==> src/rtl/cpc_ram_pkg.sv <==
// Shared constants for the CPC RAM expansion banker: RAM config encodings,
// gate-array port match values and the capture FSM state type.
package cpc_ram_pkg;

  // RAM configuration codes as written to the gate array in D[2:0].
  localparam logic [2:0] CFG_NONE   = 3'd0;  // no expansion mapping
  localparam logic [2:0] CFG_C3     = 3'd1;  // &C000 -> block 3
  localparam logic [2:0] CFG_FLAT   = 3'd2;  // all regions -> block r
  localparam logic [2:0] CFG_C3_ALT = 3'd3;  // &C000 -> block 3 (host does &4000 part)
  localparam logic [2:0] CFG_P4_7   = 3'd4;  // 4..7: &4000 -> block cfg-4

  // Gate-array write is recognised by A[15:14]=01 on the port and D[7:6]=11.
  localparam logic [1:0] PORT_A_HI  = 2'b01;
  localparam logic [1:0] GA_RAM_SEL = 2'b11;

  // Region index of the &4000 and &C000 windows.
  localparam logic [1:0] REGION_4000 = 2'd1;
  localparam logic [1:0] REGION_C000 = 2'd3;

  // Capture FSM states, exported on the debug port of the top.
  typedef enum logic [1:0] {
    ST_IDLE = 2'd0,
    ST_QUAL = 2'd1,
    ST_WAIT = 2'd2
  } cap_state_e;

endpackage

==> src/rtl/cpc_ram_bank_ctrl_if.sv <==
// Z80 bus snoop and external SRAM control bundle for the RAM banker.
//
// Bus semantics: there is no valid/ready pair on this bundle. The Z80 side
// (master) owns A/D and the active-low strobes; a transfer exists only while
// its strobes are asserted, and the banker (slave) never stalls it. The SRAM
// controls driven by the slave are pure combinational functions of the
// current strobes, address and the registered bank/config state.
interface cpc_ram_bank_ctrl_if #(
  parameter int EXT_BITS = 0
);
  localparam int HIADR_W = 5 + EXT_BITS;

  logic [15:0]        A;
  logic [7:0]         D;
  logic               MREQ_B;
  logic               IOREQ_B;
  logic               WR_B;
  logic               M1_B;
  logic               RFSH_B;
  logic [HIADR_W-1:0] HIADR;
  logic               RAMCS_B;
  logic               RAMWE_B;
  logic               RAMDIS;

  modport master (
    output A, D, MREQ_B, IOREQ_B, WR_B, M1_B, RFSH_B,
    input  HIADR, RAMCS_B, RAMWE_B, RAMDIS
  );

  modport slave (
    input  A, D, MREQ_B, IOREQ_B, WR_B, M1_B, RFSH_B,
    output HIADR, RAMCS_B, RAMWE_B, RAMDIS
  );

endinterface

==> src/rtl/cpc_ram_map.sv <==
// Pure combinational region/config/bank to SRAM block mapper.
// hit says the region is remapped by the current config; hiadr is
// {bank, blk} where blk is the remapped block on a hit, else the region.
module cpc_ram_map
  import cpc_ram_pkg::*;
#(
  parameter int EXT_BITS = 0
) (
  input  logic [1:0]            region,
  input  logic [2:0]            cfg,
  input  logic [2+EXT_BITS:0]   bank,
  output logic                  hit,
  output logic [4+EXT_BITS:0]   hiadr
);

  logic [1:0] blk;

  // Decode which region the config remaps and to which block.
  always_comb begin
    hit = 1'b0;
    blk = region;
    case (cfg)
      CFG_NONE: begin
        hit = 1'b0;
      end
      CFG_C3, CFG_C3_ALT: begin
        if (region == REGION_C000) begin
          hit = 1'b1;
          blk = 2'd3;
        end
      end
      CFG_FLAT: begin
        hit = 1'b1;
        blk = region;
      end
      default: begin
        // Configs 4..7 page block (cfg-4) into &4000.
        if (region == REGION_4000) begin
          hit = 1'b1;
          blk = cfg[1:0];
        end
      end
    endcase
  end

  assign hiadr = {bank, blk};

endmodule

==> src/rtl/cpc_ram_bank_ctrl.sv <==
// CPC RAM expansion banker core. Snoops qualified gate-array I/O writes,
// holds the bank/config registers and maps MREQ accesses to external SRAM.
module cpc_ram_bank_ctrl
  import cpc_ram_pkg::*;
#(
  parameter int EXT_BITS = 0,
  parameter int QUAL_CYC = 2
) (
  input  logic                 CLK,
  input  logic                 RESET_B,
  cpc_ram_bank_ctrl_if.slave   bus,
  input  logic                 dip_en,
  output logic [2:0]           cfg_q,
  output logic [2+EXT_BITS:0]  bank_q,
  output cap_state_e           fsm_state
);

  localparam int BANK_W  = 3 + EXT_BITS;
  localparam int HIADR_W = 5 + EXT_BITS;
  // Value the sample counter holds when the current sample is the last one needed.
  localparam logic [1:0] QUAL_LAST = 2'(QUAL_CYC - 1);

  cap_state_e          state_q, state_d;
  logic [1:0]          qcnt_q, qcnt_d;
  logic                iowr;
  logic                do_cap;
  logic [BANK_W-1:0]   bank_load;
  logic [1:0]          region;
  logic                map_hit;
  logic [HIADR_W-1:0]  map_hiadr;
  logic                hit;
  logic                mem_act;
  logic                unused_addr;

  // Gate-array port write; interrupt acknowledge (IORQ with M1) is excluded.
  assign iowr = ~bus.IOREQ_B & ~bus.WR_B & bus.M1_B & (bus.A[15:14] == PORT_A_HI);

  // Extended bank bits come from the inverted port address A[10:8].
  if (EXT_BITS > 0) begin : g_ext
    assign bank_load = {~bus.A[8 +: EXT_BITS], bus.D[5:3]};
  end else begin : g_noext
    assign bank_load = bus.D[5:3];
  end

  // Capture FSM state and qualification counter.
  always_ff @(posedge CLK) begin
    if (!RESET_B) begin
      state_q <= ST_IDLE;
      qcnt_q  <= 2'd0;
    end else begin
      state_q <= state_d;
      qcnt_q  <= qcnt_d;
    end
  end

  // Next state: qualify the strobe for QUAL_CYC samples, capture once, then wait for release.
  always_comb begin
    state_d = state_q;
    qcnt_d  = qcnt_q;
    do_cap  = 1'b0;
    case (state_q)
      ST_IDLE: begin
        if (iowr) begin
          if (QUAL_CYC <= 1) begin
            do_cap  = 1'b1;
            state_d = ST_WAIT;
            qcnt_d  = 2'd0;
          end else begin
            state_d = ST_QUAL;
            qcnt_d  = 2'd1;
          end
        end
      end
      ST_QUAL: begin
        if (!iowr) begin
          state_d = ST_IDLE;
          qcnt_d  = 2'd0;
        end else if (qcnt_q == QUAL_LAST) begin
          do_cap  = 1'b1;
          state_d = ST_WAIT;
          qcnt_d  = 2'd0;
        end else begin
          qcnt_d  = qcnt_q + 2'd1;
        end
      end
      ST_WAIT: begin
        if (!iowr) begin
          state_d = ST_IDLE;
        end
      end
      default: begin
        state_d = ST_IDLE;
        qcnt_d  = 2'd0;
      end
    endcase
  end

  // Bank/config registers; only a RAM-select gate-array write updates them, reset wins.
  always_ff @(posedge CLK) begin
    if (!RESET_B) begin
      cfg_q  <= 3'd0;
      bank_q <= '0;
    end else if (do_cap && (bus.D[7:6] == GA_RAM_SEL)) begin
      cfg_q  <= bus.D[2:0];
      bank_q <= bank_load;
    end
  end

  assign fsm_state = state_q;

  assign region = bus.A[15:14];

  cpc_ram_map #(
    .EXT_BITS (EXT_BITS)
  ) u_map (
    .region (region),
    .cfg    (cfg_q),
    .bank   (bank_q),
    .hit    (map_hit),
    .hiadr  (map_hiadr)
  );

  // SRAM controls: refresh cycles and a disabled expansion never select the SRAM.
  assign hit         = dip_en & map_hit;
  assign mem_act     = hit & ~bus.MREQ_B & bus.RFSH_B;
  assign bus.HIADR   = hit ? map_hiadr : {bank_q, region};
  assign bus.RAMCS_B = ~mem_act;
  assign bus.RAMWE_B = ~(mem_act & ~bus.WR_B);
  assign bus.RAMDIS  = mem_act;

  // Low address lines go straight to the SRAM and are not decoded here.
  assign unused_addr = ^bus.A[13:0];

endmodule

==> src/flat_wrapper.sv <==
// flat-port wrapper written by rule: the top's interface ports become plain ports
module cpc_ram_bank_ctrl_flat import cpc_ram_pkg::*;
#(
  parameter int EXT_BITS = 0,
  parameter int QUAL_CYC = 2
)
  (CLK, RESET_B, dip_en, cfg_q, bank_q, fsm_state, bus_A, bus_D, bus_MREQ_B, bus_IOREQ_B, bus_WR_B, bus_M1_B, bus_RFSH_B, bus_HIADR, bus_RAMCS_B, bus_RAMWE_B, bus_RAMDIS);
  cpc_ram_bank_ctrl_if #(.EXT_BITS(EXT_BITS)) bus_i ();
  input  logic CLK;
  input  logic RESET_B;
  input  logic dip_en;
  output logic [2:0] cfg_q;
  output logic [2+EXT_BITS:0] bank_q;
  output cap_state_e fsm_state;
  input wire logic [$bits(bus_i.A)-1:0] bus_A;
  input wire logic [$bits(bus_i.D)-1:0] bus_D;
  input wire logic [$bits(bus_i.MREQ_B)-1:0] bus_MREQ_B;
  input wire logic [$bits(bus_i.IOREQ_B)-1:0] bus_IOREQ_B;
  input wire logic [$bits(bus_i.WR_B)-1:0] bus_WR_B;
  input wire logic [$bits(bus_i.M1_B)-1:0] bus_M1_B;
  input wire logic [$bits(bus_i.RFSH_B)-1:0] bus_RFSH_B;
  output wire logic [$bits(bus_i.HIADR)-1:0] bus_HIADR;
  output wire logic [$bits(bus_i.RAMCS_B)-1:0] bus_RAMCS_B;
  output wire logic [$bits(bus_i.RAMWE_B)-1:0] bus_RAMWE_B;
  output wire logic [$bits(bus_i.RAMDIS)-1:0] bus_RAMDIS;
  assign bus_i.A = bus_A;
  assign bus_i.D = bus_D;
  assign bus_i.MREQ_B = bus_MREQ_B;
  assign bus_i.IOREQ_B = bus_IOREQ_B;
  assign bus_i.WR_B = bus_WR_B;
  assign bus_i.M1_B = bus_M1_B;
  assign bus_i.RFSH_B = bus_RFSH_B;
  assign bus_HIADR = bus_i.HIADR;
  assign bus_RAMCS_B = bus_i.RAMCS_B;
  assign bus_RAMWE_B = bus_i.RAMWE_B;
  assign bus_RAMDIS = bus_i.RAMDIS;
  cpc_ram_bank_ctrl #(.EXT_BITS(EXT_BITS), .QUAL_CYC(QUAL_CYC)) u_core (.CLK(CLK), .RESET_B(RESET_B), .bus(bus_i), .dip_en(dip_en), .cfg_q(cfg_q), .bank_q(bank_q), .fsm_state(fsm_state));
endmodule
==> config.mk <==
export PLATFORM = sky130hd
export DESIGN_NAME = cpc_ram_bank_ctrl_flat
export DESIGN_NICKNAME = d
export VERILOG_FILES = /design/src/rtl/cpc_ram_pkg.sv /design/src/rtl/cpc_ram_bank_ctrl_if.sv /design/src/rtl/cpc_ram_map.sv /design/src/rtl/cpc_ram_bank_ctrl.sv /design/src/flat_wrapper.sv
export SDC_FILE = /design/constraint.sdc
export NUM_CORES = 1
export LEC_CHECK = 0
export ABC_AREA = 1
export BUFFER_PORTS_ARGS = -buffer_cell sky130_fd_sc_hd__buf_2
export CORE_UTILIZATION = 36
export DETAILED_ROUTE_END_ITERATION = 8
export HOLD_SLACK_MARGIN = 0.15
export PLACE_DENSITY = 0.76
export SETUP_SLACK_MARGIN = 0.5
export SYNTH_ARGS = -nofsm -noshare
export SYNTH_HDL_FRONTEND = slang
export SYNTH_SLANG_ARGS = --single-unit
==> constraint.sdc <==
create_clock -name CLK -period 1.5 [get_ports CLK]
set_clock_uncertainty 0.15 [all_clocks]
set_input_delay 0.225 -clock CLK [delete_from_list [all_inputs] [get_ports CLK]]
set_output_delay 0.225 -clock CLK [all_outputs]
set_load 0.005 [all_outputs]
---- Yosys cells after proc, flatten, opt, wreduce, memory -nomap -nowiden ----
Index checks and enable logic that the tools add are counted.
cells by class
  add/sub/neg operators ................... 1
  eq/ne operators ......................... 12
  multiplexer cells ....................... 18
  bitwise logic cells ..................... 13
  reductions and logical operators ........ 7
operators with widths
  kind                 number
  $mux 2               9
  $pmux 2 s3           2
  $and 1x1->1          7
  $eq 2x1->1 const B   3
  $eq 2x2->1 const B   3
  $eq 3x2->1 const B   2
  $not 1->1            6
  $mux 1               5
  $pmux 2 s2           1
  $reduce_or 2->1      2
  $eq 3x1->1 const B   1
  $logic_not 3->1      1
  $ne 3x3->1 const B   1
  $pmux 1 s3           1
  $reduce_and 3->1     1
  $add 2x1->2 const B  1
  $logic_not 2->1      1
  $ne 2x1->1 const B   1
  $ne 2x2->1 const B   1
  $reduce_and 2->1     1
  $logic_and 1x1->1    1
storage, ports and cells
  flip-flop bits (word level) ............. 10
  input bits .............................. 32

---- Logic depth before layout (Yosys ltp) ----
Gate-level depths: netlist of run 1.
  depth in word-level cells ............... 8
  depth in mapped cells ................... 8
  mapped depth without buffers ............ 7

---- Hierarchy ----
Synthesis of run 1 repeated with hierarchy kept, for this count alone.
second synthesis, totals
  cells, all modules ...................... 106
  area total of the unflattened synthesis .. 639.4 um^2
by module, submodules not included
  module             times used  cells each  area an instance (um^2)  seq. area each (um^2)
  cpc_ram_bank_ctrl  1           88          553.0                    200.2
  cpc_ram_map        1           18          86.3                     0.0

---- Worst setup path before layout of run 1 ----
No wires, ideal clock.
  path type ............................... register -> output
  from .................................... register u_core.cfg_q[0]
  to ...................................... output port bus_RAMDIS
  arrival time ............................ 0.874 ns
  slack ................................... 0.251 ns
  stages on the path, launching flop included .. 6
  buffers on the path ..................... 0
  cell sequence ........................... dfxtp_1 -> inv_1 -> o211ai_1 -> and2_1 -> nand3_1 -> inv_1
between the ends
  cells in the longest elaborated chain, start to end .. 6
  elaborated cells between the ends (all ways) .. 9
  those cells by class .................... eq/ne (3); mux (1); bitwise (3); reduce/logical (2)
RTL lines
  element                                   RTL line                  RTL
  start, declared                           cpc_ram_bank_ctrl.sv:13   output logic [2:0] cfg_q,
  start signal, assigned                    cpc_ram_bank_ctrl.sv:104  cfg_q <= bus.D[2:0];
  $eq 3x1->1 or $eq 3x2->1 (tied branches)  cpc_ram_map.sv:22         case (cfg)
  $reduce_or 2->1                           cpc_ram_map.sv:22
  $pmux 1 s3 *                              cpc_ram_map.sv:22
  $and 1x1->1 *                             cpc_ram_bank_ctrl.sv:124  assign hit = dip_en & map_hit;
  $and 1x1->1 * (2 in series)               cpc_ram_bank_ctrl.sv:125  assign mem_act = hit & ~bus.MREQ_B & bus.RFSH_B;
  end, declared                             flat_wrapper.sv:25        output wire logic [$bits(bus_i.RAMDIS)-1:0] bus_RAMDIS;
Mark *: on every way between the ends. The rest lies on a longest branch, timed or not.

---- Worst setup path in the final report of run 1 ----
  from .................................... register u_core.cfg_q[0]
  to ...................................... output port bus_RAMWE_B
between the ends
  cells in the longest elaborated chain, start to end .. 8
  elaborated cells between the ends (all ways) .. 11
  those cells by class .................... eq/ne (3); mux (1); bitwise (5); reduce/logical (2)
RTL lines
  element                                   RTL line                  RTL
  $eq 3x1->1 or $eq 3x2->1 (tied branches)  cpc_ram_map.sv:22
  $reduce_or 2->1                           cpc_ram_map.sv:22
  $pmux 1 s3 *                              cpc_ram_map.sv:22
  $and 1x1->1 *                             cpc_ram_bank_ctrl.sv:124
  $and 1x1->1 * (2 in series)               cpc_ram_bank_ctrl.sv:125
  $and 1x1->1 *                             cpc_ram_bank_ctrl.sv:128  assign bus.RAMWE_B = ~(mem_act & ~bus.WR_B);
  $not 1->1 *                               cpc_ram_bank_ctrl.sv:128
  end, declared                             flat_wrapper.sv:24        output wire logic [$bits(bus_i.RAMWE_B)-1:0] bus_RAMWE_B;
Marks and branches as above.

==> out/metrics.csv, run 1 <==
metric;value;unit
status;finished, violations left;
violations;setup timing;
netlist_instances;84;
cts.sinks;10;
grt_max_degree;10;
routed_via_density;4.76;
synth_nets;116;
layout_commonest_cell;buf_2;
routedWlPerCell;11.5;um
ff_latch_area;218;um2
final_nets;163;
tritoncts;yes;
fmax;642;MHz
drt-initial-drc-count;14;
reg2reg_depth;6;
synth_area;562;um2
overflow;0;
drive_gt1_share;66.7;%
die_h;41.5;um
powerDensity;499;nW/um2
hpwlAfterDp;920;um
worst_setup_path_start_kind;flop;
slew-limit-headroom;78.3;%
ios;48;
grt_use_total;17.6;%
insertion_delay;0.26;ns
cts.clk_slew.worst_paths;0.06;ns
ir_drop;0.436;mV
multi_input_area;393;um2
min_period;1.56;ns
fin_crit_sh;104;%
antenna_found_initial;0;
worstHoldPathType;input pin to flop;
avgSynthCellArea;6.69;um2
rows;13;
grt_pass1_vias;602;
tightestPinTransition;0.325;ns
cap_violations;0;
grt_util_met2;29.1;%
die_x;41.5;um
dr_total_vias;685;
initial_utilization;40.6;%
tns;-0.142;ns
synth-seq-cells;10;
clock_path_buffers;2;
hold_viol_final;0;
final_core_util;76.1;%
numCtsBuffers;3;
place.gp.congestion;0.749;
drtAntennaViolNets;0;
syn_to_final_growth;87.3;%
drc;0;
end_kind;output pin;
root_buffer;clkbuf_4;
fillers;107;
core-area;1380;um2
dieArea;1720;um2
dr.pass1.iters;3;
use_met3;1.74;%
htree_levels;1;
setup_viol;3;
synth_cell_types;21;
crit_fanout;3;
slew_viol_final;0;
yosys_warnings;0;
critical_path_class;flop to output pin;
use_met1;21.8;%
hold_slack;0.0394;ns
num_antenna_cells;0;
grt-busiest-layer;met2;
grt_setup_unrepaired;yes;
arrival;1.18;ns
grt_pass1_wl;2410;um
synth-seq-area-share;35.6;%
portBuffers;33;
worst_ep_required_time;1.12;ns
layout_common_cells;26 x buf_2, 17 x nand2_1, 13 x buf_6;
worstHoldPathCells;3;
fin_ws;-0.0573;ns
leakagePower;0.531;nW
hold_buffers;2;
postRouteWirelength;1650;um
[metal layers]
metal	wire, um	vias up
met5	0	-
met4	46	0
met3	93	6
met2	872	33
met1	640	299
li1	-	347
[kinds of logic after synthesis]
kind of cell | Yosys count | synth area share [%]
flops | 10 | 35.6
simple gates | 47 | 40.1
buf+inv | 20 | 16.9
compound gates | 7 | 7.35
[power by group]
group / internal, mW / switching [mW]
Sequential: 0.263 / 0.000803
Combinational: 0.0371 / 0.0389
Clock: 0.0928 / 0.0925
Total: 0.393 / 0.132
[worst paths after layout]
kind / start / end / slack, ns
setup / recovery: u_core.cfg_q[0] / bus_RAMWE_B / -0.06
hold reg to reg: u_core.qcnt_q[1] / u_core.qcnt_q[1] / 0.33
setup reg to reg: u_core.fsm_state[0] / u_core.bank_q[1] / 0.26
hold / removal: bus_D[0] / u_core.cfg_q[0] / 0.04
[layout make-up]
type / count / share of cell area, %
Multi-Input combinational cell: 55 / 37.3
Clock buffer: 3 / 2.14
Timing Repair Buffer: 46 / 31.7
Sequential cell: 10 / 20.7
Inverter: 15 / 6.30
Tap cell: 15 / 1.78
[cells in the mapped netlist, drive strengths merged]
master / count / area, um2
a21oi: 4 / 20.0
and2: 1 / 6.26
and3: 1 / 6.26
buf: 5 / 38.8
dfxtp: 10 / 200
inv: 15 / 56.3
nand2: 19 / 73.8
nand3: 6 / 30.0
nand3b: 1 / 7.51
nand4: 2 / 27.5
nor2: 17 / 73.8
o211ai: 1 / 7.51
o21ai: 1 / 5.00
o31a: 1 / 8.76
[flip-flops by register name, indices dropped and copies added, names as in the netlist]
signal,cells
u_core.bank_q,3
u_core.cfg_q,3
u_core.fsm_state,2
u_core.qcnt_q,2
[metrics by stage]
stage	power (mW)	area, um2	worst slack [ns]	cells
2_1_floorplan	0.297	602	0.308	84
3_3_place_gp	0.327	747	0.129	127
3_5_place_dp	0.328	747	0.124	127
4_1_cts	0.520	890	-0.0486	137
5_1_grt	0.549	1050	-0.134	144
6_report	0.525	1050	-0.0573	144
[worst max-delay path, cell delays in order (launching register included)]
cell and delay (ns):
dfxtp_2 0.33, inv_2 0.04, o211ai_1 0.16, and2_4 0.18, nand4_1 0.07, buf_2 0.14
[what timing repair did]
action	in CTS	in global routing
cloned	1	0
endpoints found under the setup margin	24	26
resized for setup	18	28
hold endpoints to repair	9	6
pin swaps	10	11
buffers inserted	4	7
(Power assumes the default switching activity.)
==> run 2, diff against run 1 <==
--- a/config.mk
+++ b/config.mk
@@ -6,12 +6,14 @@
 export NUM_CORES = 1
 export LEC_CHECK = 0
 export ABC_AREA = 1
-export BUFFER_PORTS_ARGS = -buffer_cell sky130_fd_sc_hd__buf_2
+export BUFFER_PORTS_ARGS = -buffer_cell sky130_fd_sc_hd__buf_4
 export CORE_UTILIZATION = 36
 export DETAILED_ROUTE_END_ITERATION = 8
 export HOLD_SLACK_MARGIN = 0.15
 export PLACE_DENSITY = 0.76
 export SETUP_SLACK_MARGIN = 0.5
+export SKIP_LAST_GASP = 1
 export SYNTH_ARGS = -nofsm -noshare
 export SYNTH_HDL_FRONTEND = slang
 export SYNTH_SLANG_ARGS = --single-unit
+export TNS_END_PERCENT = 100
==> out/metrics.csv, run 2 (same netlist as run 1, synthesis figures left out) <==
metric;value;unit;change
core-area;1380;um2;unchanged
worst_ep_required_time;1.12;ns;about the same
postRouteWirelength;1640;um;-0.85%
tightestPinTransition;0.267;ns;-0.0583 ns
arrival;1.20;ns;+0.02 ns
slowest_delay;0.35;ns;+0.02 ns
grt_use_total;18.8;%;+1.1 points
die_x;41.5;um;unchanged
grt_max_degree;10;;unchanged
syn_to_final_growth;91.1;%;
power_frac_seq;44.8;%;-5.4 points
die_h;41.5;um;unchanged
clock_path_buffers;2;;unchanged
fin_crit_sh;105;%;+0.91 points
powerDensity;548;nW/um2;+9.8%
num_antenna_cells;0;;unchanged
ff2ff_setup_slack;0.25;ns;about the same
leakagePower;0.539;nW;+1.4%
worstHoldPathType;input pin to flop;;
tritoncts;yes;;
drtAntennaViolNets;0;;unchanged
violations;setup timing;;
final_core_util;77.6;%;+1.5 points
drc;0;;unchanged
r2r-end;u_core.cfg_q[0];;
portBuffers;33;;unchanged
slew-limit-headroom;82.2;%;+3.9 points
min_period;1.57;ns;+0.0136 ns
min_to;u_core.cfg_q[1];;
overflow;0;;unchanged
p_switching;0.132;mW;about the same
numCtsBuffers;3;;unchanged
fmax;637;MHz;-0.87%
reg2reg_depth;6;;unchanged
critical_path_class;flop to output pin;;
hold_slack;0.0274;ns;-0.0120 ns
fin_ws;-0.0709;ns;-0.0136 ns
grt_pass1_vias;670;;+11%
initial_utilization;40.6;%;unchanged
dr.pass1.iters;4;;+1
drt-initial-drc-count;5;;-9
final_nets;159;;-2.5%
root_buffer;clkbuf_4;;
finalPower;0.588;mW;+12%
tns;-0.213;ns;-0.0705 ns
swShare;22.5;%;-2.7 points
cap_violations;0;;unchanged
rows;13;;unchanged
layout_commonest_cell;buf_4;;
setup_viol;4;;+1
worstHoldPathCells;3;;unchanged
hp-start;bus_D[1];;
dr_total_vias;686;;+0.15%
internal-power;0.456;mW;+16%
grt_setup_unrepaired;yes;;
slowest_stage;dfxtp_2;;
status;finished, violations left;;
fillers;96;;-10%
htree_levels;1;;unchanged
crit_fanout;3;;unchanged
reg2reg_from;u_core.qcnt_q[0];;
worst_setup_path_start_kind;flop;;
insertion_delay;0.26;ns;about the same
routedWlPerCell;11.6;um;+1.3%
antenna_found_initial;0;;unchanged
drive_gt1_share;63.5;%;-3.2 points
slew_viol_final;0;;unchanged
end_kind;output pin;;
hold_viol_final;0;;unchanged
ir_drop;0.462;mV;+5.8%
place.gp.congestion;0.710;;-5.3%
p_comb_share;14.2;%;-0.3 points
layout_common_cells;26 x buf_4, 17 x nand2_1, 16 x buf_6;;
cts.clk_slew.worst_paths;0.07;ns;about the same
hpwlAfterDp;972;um;+5.6%
cts.sinks;10;;unchanged
routed_via_density;4.87;;+2.3%
grt_pass1_wl;2580;um;+7.1%
dieArea;1720;um2;unchanged
top_regs;u_core.bank_q x3, u_core.cfg_q x3;;
clockPowerShare;40.9;%;+5.6 points
ios;48;;unchanged
crit_chain;inv_2 -> o211ai_1 -> and2_4 -> nand4_1 -> buf_4;;
## run 2: critical path: cells and delay by family (launching register included)
| kind | cells | cell delay [ns] |
|---|---|---|
| and+or+nand+nor | 2 | 0.25 |
| DFF | 1 | 0.35 |
| buffers and inverters | 2 | 0.20 |
| AOI/OAI and AO/OA | 1 | 0.14 |
## run 2: how the worst max path moves through the flow
stage / to / depth (start not counted) / start
after global routing: bus_RAMWE_B / 5 / u_core.cfg_q[0]
final: bus_RAMWE_B / 5 / u_core.cfg_q[0]
after detailed placement: bus_HIADR[0] / 6 / bus_A[15]
after global placement: bus_HIADR[0] / 6 / bus_A[15]
after floorplan: bus_RAMDIS / 5 / u_core.cfg_q[0]
after CTS: bus_RAMCS_B / 5 / u_core.cfg_q[0]
## run 2: power by group through the flow
stage	combinational (mW)	sequential, mW	clock, mW
6_report	0.0837	0.263	0.241
3_3_place_gp	0.0689	0.273	0
5_1_grt	0.0909	0.263	0.265
2_1_floorplan	0.0238	0.273	0
3_5_place_dp	0.0701	0.273	0
4_1_cts	0.0763	0.263	0.247
## run 2: what timing repair did
| action | in CTS | in global routing |
|---|---|---|
| buffers inserted | 4 | 5 |
| endpoints found under the setup margin | 25 | 26 |
| gates cloned | 1 | 0 |
| hold endpoints to repair | 10 | 10 |
| resized for setup | 28 | 12 |
| pin swaps | 15 | 10 |
## run 2: metrics by stage
stage	setup slack (ns)	area [um2]	std cells
final	-0.0709	1070	141
after global routing	-0.145	1070	141
after CTS	-0.0620	995	136
after detailed placement	0.118	830	127
after global placement	0.121	830	127
after floorplan	0.308	602	84
## run 2: layout make-up
type                    instances  area, um2  area share, %
well taps                      15       18.8           1.75
clock buffers                   4       36.3           3.38
repair buffers                 42        375           35.0
inverters                      15       63.8           5.94
flip-flops and latches         10        216           20.2
multi-input cells              55        363           33.8
## run 2: metal layers
layer / vias to the layer above / wire length, um / part of all wire (%) / track usage, %
met5: - / 0 / 0 / 0
met1: 310 / 643 / 39 / 20.1
met4: 0 / 22 / 1.3 / 10.3
met3: 4 / 104 / 6.3 / 4.35
li1: 345 / - / - / -
met2: 27 / 868 / 53 / 33.4
